`src/rtl/game_ms_timer_pkg.sv`:
```
// Shared types and constants for the whack-a-mole millisecond timer and its LFSR.
package game_pkg;

    localparam int          MS_WIDTH     = 11;
    localparam logic [15:0] LFSR_TAPS    = 16'hB400;
    localparam logic [15:0] DEFAULT_SEED = 16'hACE1;

    typedef enum logic [1:0] {
        T_CLEAR = 2'd0,
        T_RUN   = 2'd1,
        T_HOLD  = 2'd2,
        T_SAT   = 2'd3
    } timer_state_t;

    // Galois right-shift form of x^16+x^14+x^13+x^11+1
    function automatic logic [15:0] lfsr_next(input logic [15:0] s);
        lfsr_next = {1'b0, s[15:1]} ^ (s[0] ? LFSR_TAPS : 16'h0000);
    endfunction

endpackage

```
`src/rtl/game_ms_timer_if.sv`:
```
// Control and result signals between the game FSM (master) and the timer (slave).
interface game_ms_timer_if;
    import game_pkg::*;

    logic                reset;
    logic                up;
    logic                enable;
    logic [MS_WIDTH-1:0] timer_value;
    logic [MS_WIDTH-1:0] random_value;
    logic                ms_tick;

    modport master (
        output reset, up, enable,
        input  timer_value, random_value, ms_tick
    );

    modport slave (
        input  reset, up, enable,
        output timer_value, random_value, ms_tick
    );

endinterface

```
`src/rtl/game_ms_timer_lfsr16.sv`:
```
// Free-running 16-bit Galois LFSR; only rst_n reloads the seed.
module lfsr16
    import game_pkg::*;
#(
    parameter logic [15:0] SEED = DEFAULT_SEED
) (
    input  logic        clk,
    input  logic        rst_n,
    output logic [15:0] state
);

    // A zero seed would lock the register at zero forever
    localparam logic [15:0] SEED_EFF = (SEED == 16'h0000) ? DEFAULT_SEED : SEED;

    logic [15:0] state_r;

    // Seed load on reset, otherwise one shift per clock
    always_ff @(posedge clk) begin
        if (!rst_n) begin
            state_r <= SEED_EFF;
        end else begin
            state_r <= lfsr_next(state_r);
        end
    end

    assign state = state_r;

endmodule

```
`src/rtl/game_ms_timer.sv`:
```
// Millisecond up/down counter with prescaler, clear/hold/saturate FSM and LFSR random source.
// Define TIMER_WRAP_EN to wrap at the limits instead of saturating.
module game_ms_timer
    import game_pkg::*;
#(
    parameter int          CLKS_PER_MS = 50000,
    parameter int          MAX_MS      = 2047,
    parameter logic [15:0] LFSR_SEED   = 16'hACE1
) (
    input  logic             clk,
    input  logic             rst_n,
    game_ms_timer_if.slave   tif
);

    localparam int                  PW         = (CLKS_PER_MS > 1) ? $clog2(CLKS_PER_MS) : 1;
    localparam logic [PW-1:0]       PRESC_LAST = PW'(CLKS_PER_MS - 1);
    localparam logic [PW-1:0]       PRESC_ZERO = {PW{1'b0}};
    localparam logic [PW-1:0]       PRESC_ONE  = {{(PW-1){1'b0}}, 1'b1};
    localparam logic [MS_WIDTH-1:0] MAX_V      = MS_WIDTH'(MAX_MS);
    localparam logic [MS_WIDTH-1:0] ZERO_V     = {MS_WIDTH{1'b0}};
    localparam logic [MS_WIDTH-1:0] ONE_V      = {{(MS_WIDTH-1){1'b0}}, 1'b1};

    timer_state_t        state_r, state_s;
    logic [PW-1:0]       presc_r, presc_s;
    logic [MS_WIDTH-1:0] count_r, count_s;
    logic                tick_r, tick_s;
    logic                limit_hit_s;
    logic [15:0]         lfsr_state_s;
    logic                lfsr_unused_s;

    lfsr16 #(
        .SEED (LFSR_SEED)
    ) u_lfsr (
        .clk   (clk),
        .rst_n (rst_n),
        .state (lfsr_state_s)
    );

    // Prescaler: counts enabled cycles, holds a partial millisecond while disabled
    always_comb begin
        presc_s = presc_r;
        tick_s  = 1'b0;
        if (tif.reset) begin
            presc_s = PRESC_ZERO;
        end else if (tif.enable) begin
            if (presc_r == PRESC_LAST) begin
                presc_s = PRESC_ZERO;
                tick_s  = 1'b1;
            end else begin
                presc_s = presc_r + PRESC_ONE;
            end
        end else begin
            presc_s = presc_r;
        end
    end

    // Count update on tick; direction is whatever up reads in the tick cycle
    always_comb begin
        count_s = count_r;
        if (tif.reset) begin
            count_s = ZERO_V;
        end else if (tick_s) begin
`ifdef TIMER_WRAP_EN
            if (tif.up) begin
                count_s = (count_r >= MAX_V) ? ZERO_V : count_r + ONE_V;
            end else begin
                count_s = (count_r == ZERO_V) ? MAX_V : count_r - ONE_V;
            end
`else
            if (tif.up) begin
                count_s = (count_r >= MAX_V) ? MAX_V : count_r + ONE_V;
            end else begin
                count_s = (count_r == ZERO_V) ? ZERO_V : count_r - ONE_V;
            end
`endif
        end else begin
            count_s = count_r;
        end
    end

`ifdef TIMER_WRAP_EN
    assign limit_hit_s = 1'b0;
`else
    assign limit_hit_s = tif.up ? (count_s == MAX_V) : (count_s == ZERO_V);
`endif

    // Counter FSM next state; leaving T_SAT means the tick actually moved the count
    always_comb begin
        state_s = state_r;
        if (tif.reset) begin
            state_s = T_CLEAR;
        end else begin
            case (state_r)
                T_CLEAR: state_s = tif.enable ? T_RUN : T_CLEAR;
                T_RUN: begin
                    if (!tif.enable) begin
                        state_s = T_HOLD;
                    end else if (tick_s && limit_hit_s) begin
                        state_s = T_SAT;
                    end else begin
                        state_s = T_RUN;
                    end
                end
                T_HOLD:  state_s = tif.enable ? T_RUN : T_HOLD;
                T_SAT:   state_s = (tick_s && (count_s != count_r)) ? T_RUN : T_SAT;
                default: state_s = T_CLEAR;
            endcase
        end
    end

    // State, prescaler, count and tick registers
    always_ff @(posedge clk) begin
        if (!rst_n) begin
            state_r <= T_CLEAR;
            presc_r <= PRESC_ZERO;
            count_r <= ZERO_V;
            tick_r  <= 1'b0;
        end else begin
            state_r <= state_s;
            presc_r <= presc_s;
            count_r <= count_s;
            tick_r  <= tick_s;
        end
    end

    assign tif.timer_value  = count_r;
    assign tif.ms_tick      = tick_r;
    assign tif.random_value = lfsr_state_s[MS_WIDTH-1:0];
    assign lfsr_unused_s    = ^lfsr_state_s[15:MS_WIDTH];

endmodule

```
`src/flat_wrapper.sv`:
```
// flat-port wrapper written by rule: the top's interface ports become plain ports
module game_ms_timer_flat import game_pkg::*;
#(
    parameter int          CLKS_PER_MS = 50000,
    parameter int          MAX_MS      = 2047,
    parameter logic [15:0] LFSR_SEED   = 16'hACE1
)
  (clk, rst_n, tif_reset, tif_up, tif_enable, tif_timer_value, tif_random_value, tif_ms_tick);
  game_ms_timer_if tif_i ();
  input  logic clk;
  input  logic rst_n;
  input wire logic [$bits(tif_i.reset)-1:0] tif_reset;
  input wire logic [$bits(tif_i.up)-1:0] tif_up;
  input wire logic [$bits(tif_i.enable)-1:0] tif_enable;
  output wire logic [$bits(tif_i.timer_value)-1:0] tif_timer_value;
  output wire logic [$bits(tif_i.random_value)-1:0] tif_random_value;
  output wire logic [$bits(tif_i.ms_tick)-1:0] tif_ms_tick;
  assign tif_i.reset = tif_reset;
  assign tif_i.up = tif_up;
  assign tif_i.enable = tif_enable;
  assign tif_timer_value = tif_i.timer_value;
  assign tif_random_value = tif_i.random_value;
  assign tif_ms_tick = tif_i.ms_tick;
  game_ms_timer #(.CLKS_PER_MS(CLKS_PER_MS), .MAX_MS(MAX_MS), .LFSR_SEED(LFSR_SEED)) u_core (.clk(clk), .rst_n(rst_n), .tif(tif_i));
endmodule
```
`config.mk`:
```
export PLATFORM = sky130hd
export DESIGN_NAME = game_ms_timer_flat
export DESIGN_NICKNAME = d
export VERILOG_FILES = /design/src/rtl/game_ms_timer_pkg.sv /design/src/rtl/game_ms_timer_if.sv /design/src/rtl/game_ms_timer_lfsr16.sv /design/src/rtl/game_ms_timer.sv /design/src/flat_wrapper.sv
export SDC_FILE = /design/constraint.sdc
export NUM_CORES = 1
export LEC_CHECK = 0
export ABC_AREA = 1
export CORE_MARGIN = 10
export CORE_UTILIZATION = 39
export DETAILED_ROUTE_END_ITERATION = 10
export GPL_TIMING_DRIVEN = 0
export PLACE_DENSITY = 0.59
export SLEW_MARGIN = 10
export SYNTH_ARGS = -nofsm -noshare
export SYNTH_HDL_FRONTEND = slang
export SYNTH_SLANG_ARGS = --single-unit
```
`constraint.sdc`:
```
create_clock -name clk -period 2.01 [get_ports clk]
set_clock_uncertainty 0.2 [all_clocks]
set_input_delay 0.402 -clock clk [delete_from_list [all_inputs] [get_ports clk]]
set_output_delay 0.402 -clock clk [all_outputs]
set_load 0.02 [all_outputs]
```
==> After elaboration in Yosys (flattened, before gate mapping) <==
Cells that the tools add are included.
{ "totals": {"word_cells": 21, "reg_bits": 44, "out_inout_bits": 23, "inputBits": 5} }
{ "classes": {"eq_ne": 1, "order_cmp": 1, "n_addsub": 3, "bitwise_logic": 2, "reduce_logical": 2, "n_mux": 8} }
{ "ops": {"columns": ["cell", "count"], "rows": [
  ["$mux 11", 3],
  ["$mux 16", 2],
  ["$add 16x1->16 const B", 1],
  ["$eq 16x16->1 const B", 1],
  ["$xor 15x16->16", 1],
  ["$add 11x1->11 const B", 1],
  ["$ge 11x11->1 const B", 1],
  ["$logic_not 11->1", 1],
  ["$sub 11x1->11 const B", 1],
  ["$mux 1", 3],
  ["$reduce_or 2->1", 1],
  ["$not 1->1", 1]
]} }

==> Logic depth before layout (Yosys ltp) <==
{ "logic_depth": {"depth_word": 4, "ltp_mapped": 11, "depth_no_buf": 11} }

==> Hierarchy <==
From an unflattened synthesis, not the netlist that was laid out.
{ "hier_totals": {"cells_unflattened": 390, "hier_area_um2": 2557.5} }
{ "modules_own_cells": {"columns": ["module", "cells_each", "n_inst", "area_each_um2"], "rows": [
  ["game_ms_timer", 334, 1, 2045.7],
  ["lfsr16", 56, 1, 511.7]
]} }

==> Least setup slack after synthesis <==
OpenSTA, ideal clock, no wires.
{ "synth_path": {"kind": "register to register", "from": "register u_core.count_r[1] (netlist: u_core.tif.timer_value[1])", "to": "register u_core.count_r[0] (netlist: u_core.tif.timer_value[0])", "t_arrival_ps": 1406, "path_slack_ps": 340, "stages_incl_launch_ff": 10, "path_buffers": 0, "setup_time_ps": 64, "period_less_slack_ps": 1670, "path_cell_list": "dfxtp_1 -> ha_1 -> nand2_1 -> nor2_2 -> nand2_1 -> nand2_1 -> nand2_1 -> nand3_4 -> nor2_1 -> nor2_1"} }
{ "synth_via": {"elab_chain_len": 3, "word_cells_on_any_way": 5, "classes_between": "1 x order compare; 3 x mux; 1 x reduce/logical"} }
{ "synth_lines": {"columns": ["item", "line_no", "rtl"], "rows": [
  ["start, declared", "game_ms_timer.sv:25", "logic [MS_WIDTH-1:0] count_r, count_s;"],
  ["start signal, assigned", "game_ms_timer.sv:121", "count_r <= count_s;"],
  ["$ge 11x11->1 / $logic_not 11->1 (equally long branches)", "game_ms_timer.sv:71, game_ms_timer.sv:73", null],
  ["$mux 11, on equally long branches", "game_ms_timer.sv:71, game_ms_timer.sv:73", null],
  ["$mux 11 *", "game_ms_timer.sv:70", "if (tif.up) begin"]
]} }
Mark *: on every way between the ends. The rest lies on a longest branch, timed or not.
A chain may end at the register's enable or synchronous reset.

==> Worst setup path after layout <==
{ "layout_path": {"from": "register u_core.u_lfsr.state_r[3] (netlist: u_core.u_lfsr.state[3])", "to": "output port tif_random_value[3]"} }
{ "layout_lines": {"columns": ["item", "line_no", "rtl"], "rows": [
  ["start, declared", "game_ms_timer_lfsr16.sv:15", "logic [15:0] state_r;"],
  ["start signal, assigned", "game_ms_timer_lfsr16.sv:22", "state_r <= lfsr_next(state_r);"],
  ["end, declared", "flat_wrapper.sv:16", "output wire logic [$bits(tif_i.random_value)-1:0] tif_random_value;"]
]} }
No word-level cell between the ends.

==> metrics.csv <==
stage,metric,value,unit
sta,rsz0062_at_grt,false,
clock_tree,htreeDepth,2,
pwr,vdd_drop_max,0.000371,V
synth,synth_area_leaders,"dfxtp_1 (33%), nand2_1 (13%), nor2_1 (9.0%)",
clock_tree,root_buffer,clkbuf_8,
synth,syn_nets,415,
clock_tree,cts_tree,done,
synth,synthCells,406,
sta,max_freq,516,MHz
grt,antenna_found_initial,0,
detailed_routing,drtPass1Iterations,4,
synth,ys.flop_type,dfxtp_1,
detailed_routing,vias_per_cell,4.80,
grt,overflow,0,
detailed_routing,drc,0,
placed_design,gp_congestion,0.879,
placed_design,io_buffers,24,
sta,setup_viol,0,
hold_path,min_from,rst_n,
clock_tree,clockBufferDepth,2,
grt,first_global_vias,2256,
synth,synth_top_area_share,32.7,%
clock_tree,clkLatencyLatePin,300,ps
die,ioPinCount,28,
detailed_routing,wl_per_cell,12.0,um
grt,grt_max_degree,16,
synth,yosys_register_bits,44,
synth,syn_area_per_cell,6.64,um^2
synth,seq_area_frac_synth,32.7,%
sta,finalCriticalPeriod,1940,ps
sta,finalHoldViolCount,0,
final_layout,stdcell_area,3170,um^2
detailed_routing,postRouteAntennaNets,0,
grt,grt_pass1_wl,10.7,mm
grt,grt_usage,12.4,%
synth,synth.most_common_cell,nand2_1,
pwr,leakage,0.00147,uW
worst_setup_path,cp_max_fo,2,
sta,worstMarginPinSlew,389,ps
final_layout,drive_above_1_share,15.3,%
synth,async_flop_share,0,%
clock_tree,holdBufCountCts,0,
final_layout,nNetsFinal,446,
sta,fin_tns_setup,0,ps
worst_setup_path,end_kind,output pin,
clock_tree,path_clk_slew,90,ps
placed_design,place_area,3040,um^2
worst_setup_path,cp-start-kind,flip-flop,
sta,fin_crit_sh,96.5,%
final_layout,syn2layout_area_growth,17.5,%
die,core_area,6760,um^2
worst_setup_path,cp-startpoint,u_core.u_lfsr.state[3]$_SDFF_PN0_,
pwr,p_per_area,553,nW/um^2
status,outcome,"finished, final reports clean",
placed_design,dp_hpwl,4.67,mm
synth,synth_warnings,0,
worst_setup_path,crit_type,flip-flop to output pin,
pwr,p_total,1750,uW
hold_path,hold_class,primary input to flip-flop,
die,die_x,103,um
sta,slew_violations,0,
clock_tree,numCtsBuffers,5,
synth,synth_cell_types,35,
worst_setup_path,arrival,1340,ps
clock_tree,cts.sinks,44,
sta,holdWs,136,ps
die,die_height,103,um
synth,netlist_area,2700,um^2
detailed_routing,vias,2487,
final_layout,n_antenna_cell,0,
sta,slew_headroom,73.9,%
synth,synthTopCellsByCount,"nand2_1 (97), nor2_1 (65), dfxtp_1 (44)",
detailed_routing,initialDrtViolationCount,114,
worst_setup_path,cp.required,1410,ps
run,cap_viol_max_count,0,
die,rows,30,
synth,synth_edf_count,0,
worst_setup_path,reg2reg_from,u_core.presc_r[1]$_SDFFE_PP0P_,
detailed_routing,finalWirelength,6.19,mm
synth,synth_top_cell_by_area,dfxtp_1,
die,start_util,39.9,%
die,fp.dieArea,10600,um^2
## cell type report
class / instances / area [um^2]
well taps: 80 / 100
multi-input cells: 290 / 1450
inverters: 51 / 196
fillers: 731 / 3590
clock inverters: 3 / 46.3
flip-flops and latches: 44 / 882
clock buffers: 5 / 68.8
plain buffers: 21 / 175
repair buffers: 24 / 251
## cell families (layout without fill, tap and decap cells)
logic type	Yosys count	count (layout)	synth area share, %
flops	44	44	32.7
simple gates	248	248	43.3
fa+ha+maj	4	4	1.86
compound gates	31	31	6.17
xor+xnor	7	7	2.27
buf+inv	72	104	13.8
## repair_timing
item | 4_1_cts | 5_1_grt
setup endpoints to repair | 4 | 7
gates resized for setup | 4 | 7
setup buffers | 0 | 0
## report_power, final
group	switching, uW	leakage, uW	internal [uW]
registers	11.3	0.000360	894
clock network	346	0.0000548	375
logic	69.5	0.00105	56.1
## worst paths after layout
kind | depth (start not counted) | end | slack (ps)
worst max register to register | 10 | u_core.tif.timer_value[9]$_SDFFE_PP0P_ | 130
worst max-delay path | 2 | tif_random_value[3] | 70
worst min-delay path | 2 | u_core.u_lfsr.state[15]$_SDFF_PN1_ | 140
worst min register to register | 1 | u_core.u_lfsr.state[11]$_SDFF_PN1_ | 220
## through the flow
stage / util [%] / std cells / worst slack (ps)
after floorplan: - / 406 / 340
after global placement: 45.0 / 510 / 18.0
after global routing: 46.9 / 518 / 0.307
after CTS: 46.6 / 518 / 4.06
after detailed placement: 45.0 / 510 / 15.1
final: 46.9 / 518 / 70.6
## worst max-delay path, cell delays in order, from the launching register on
cell	delay, ps
dfxtp_1	350
buf_4	110
clkdlybuf4s50_1	590
## metal layers
| layer | share of wire [%] | global-route usage (%) | vias to the layer above |
|---|---|---|---|
| met4 | 0.50 | 2.99 | 0 |
| met2 | 45 | 18.7 | 42 |
| met3 | 4.7 | 3.62 | 2 |
| met1 | 50 | 17.0 | 1116 |
| met5 | 0 | 0 | - |
| li1 | - | - | 1327 |
## flip-flops by register name, summed over array words and instances (netlist names)
register and count:
u_core.u_lfsr.state 16, u_core.presc_r 16, u_core.tif.ms_tick 1, u_core.tif.timer_value 11
## layout by cell type (no fill, tap or decap), types with 3 or more instances in the layout
master,n
nor3b_2,3
nand4_1,6
nand2_2,3
or2_2,5
buf_6,4
nor2_1,65
nand3_1,42
nor2_2,6
ha_1,4
o21ai_0,8
dfxtp_1,43
nor2_4,3
nor3_1,8
o21ai_1,7
inv_2,7
xor2_1,6
inv_1,42
nand2_1,97
buf_4,14
dlymetal6s2s_1,6
clkbuf_8,5
a21oi_1,13
dlygate4sd2_1,3
clkdlybuf4s50_1,15
No activity file was read; power rests on OpenSTA's default activity.
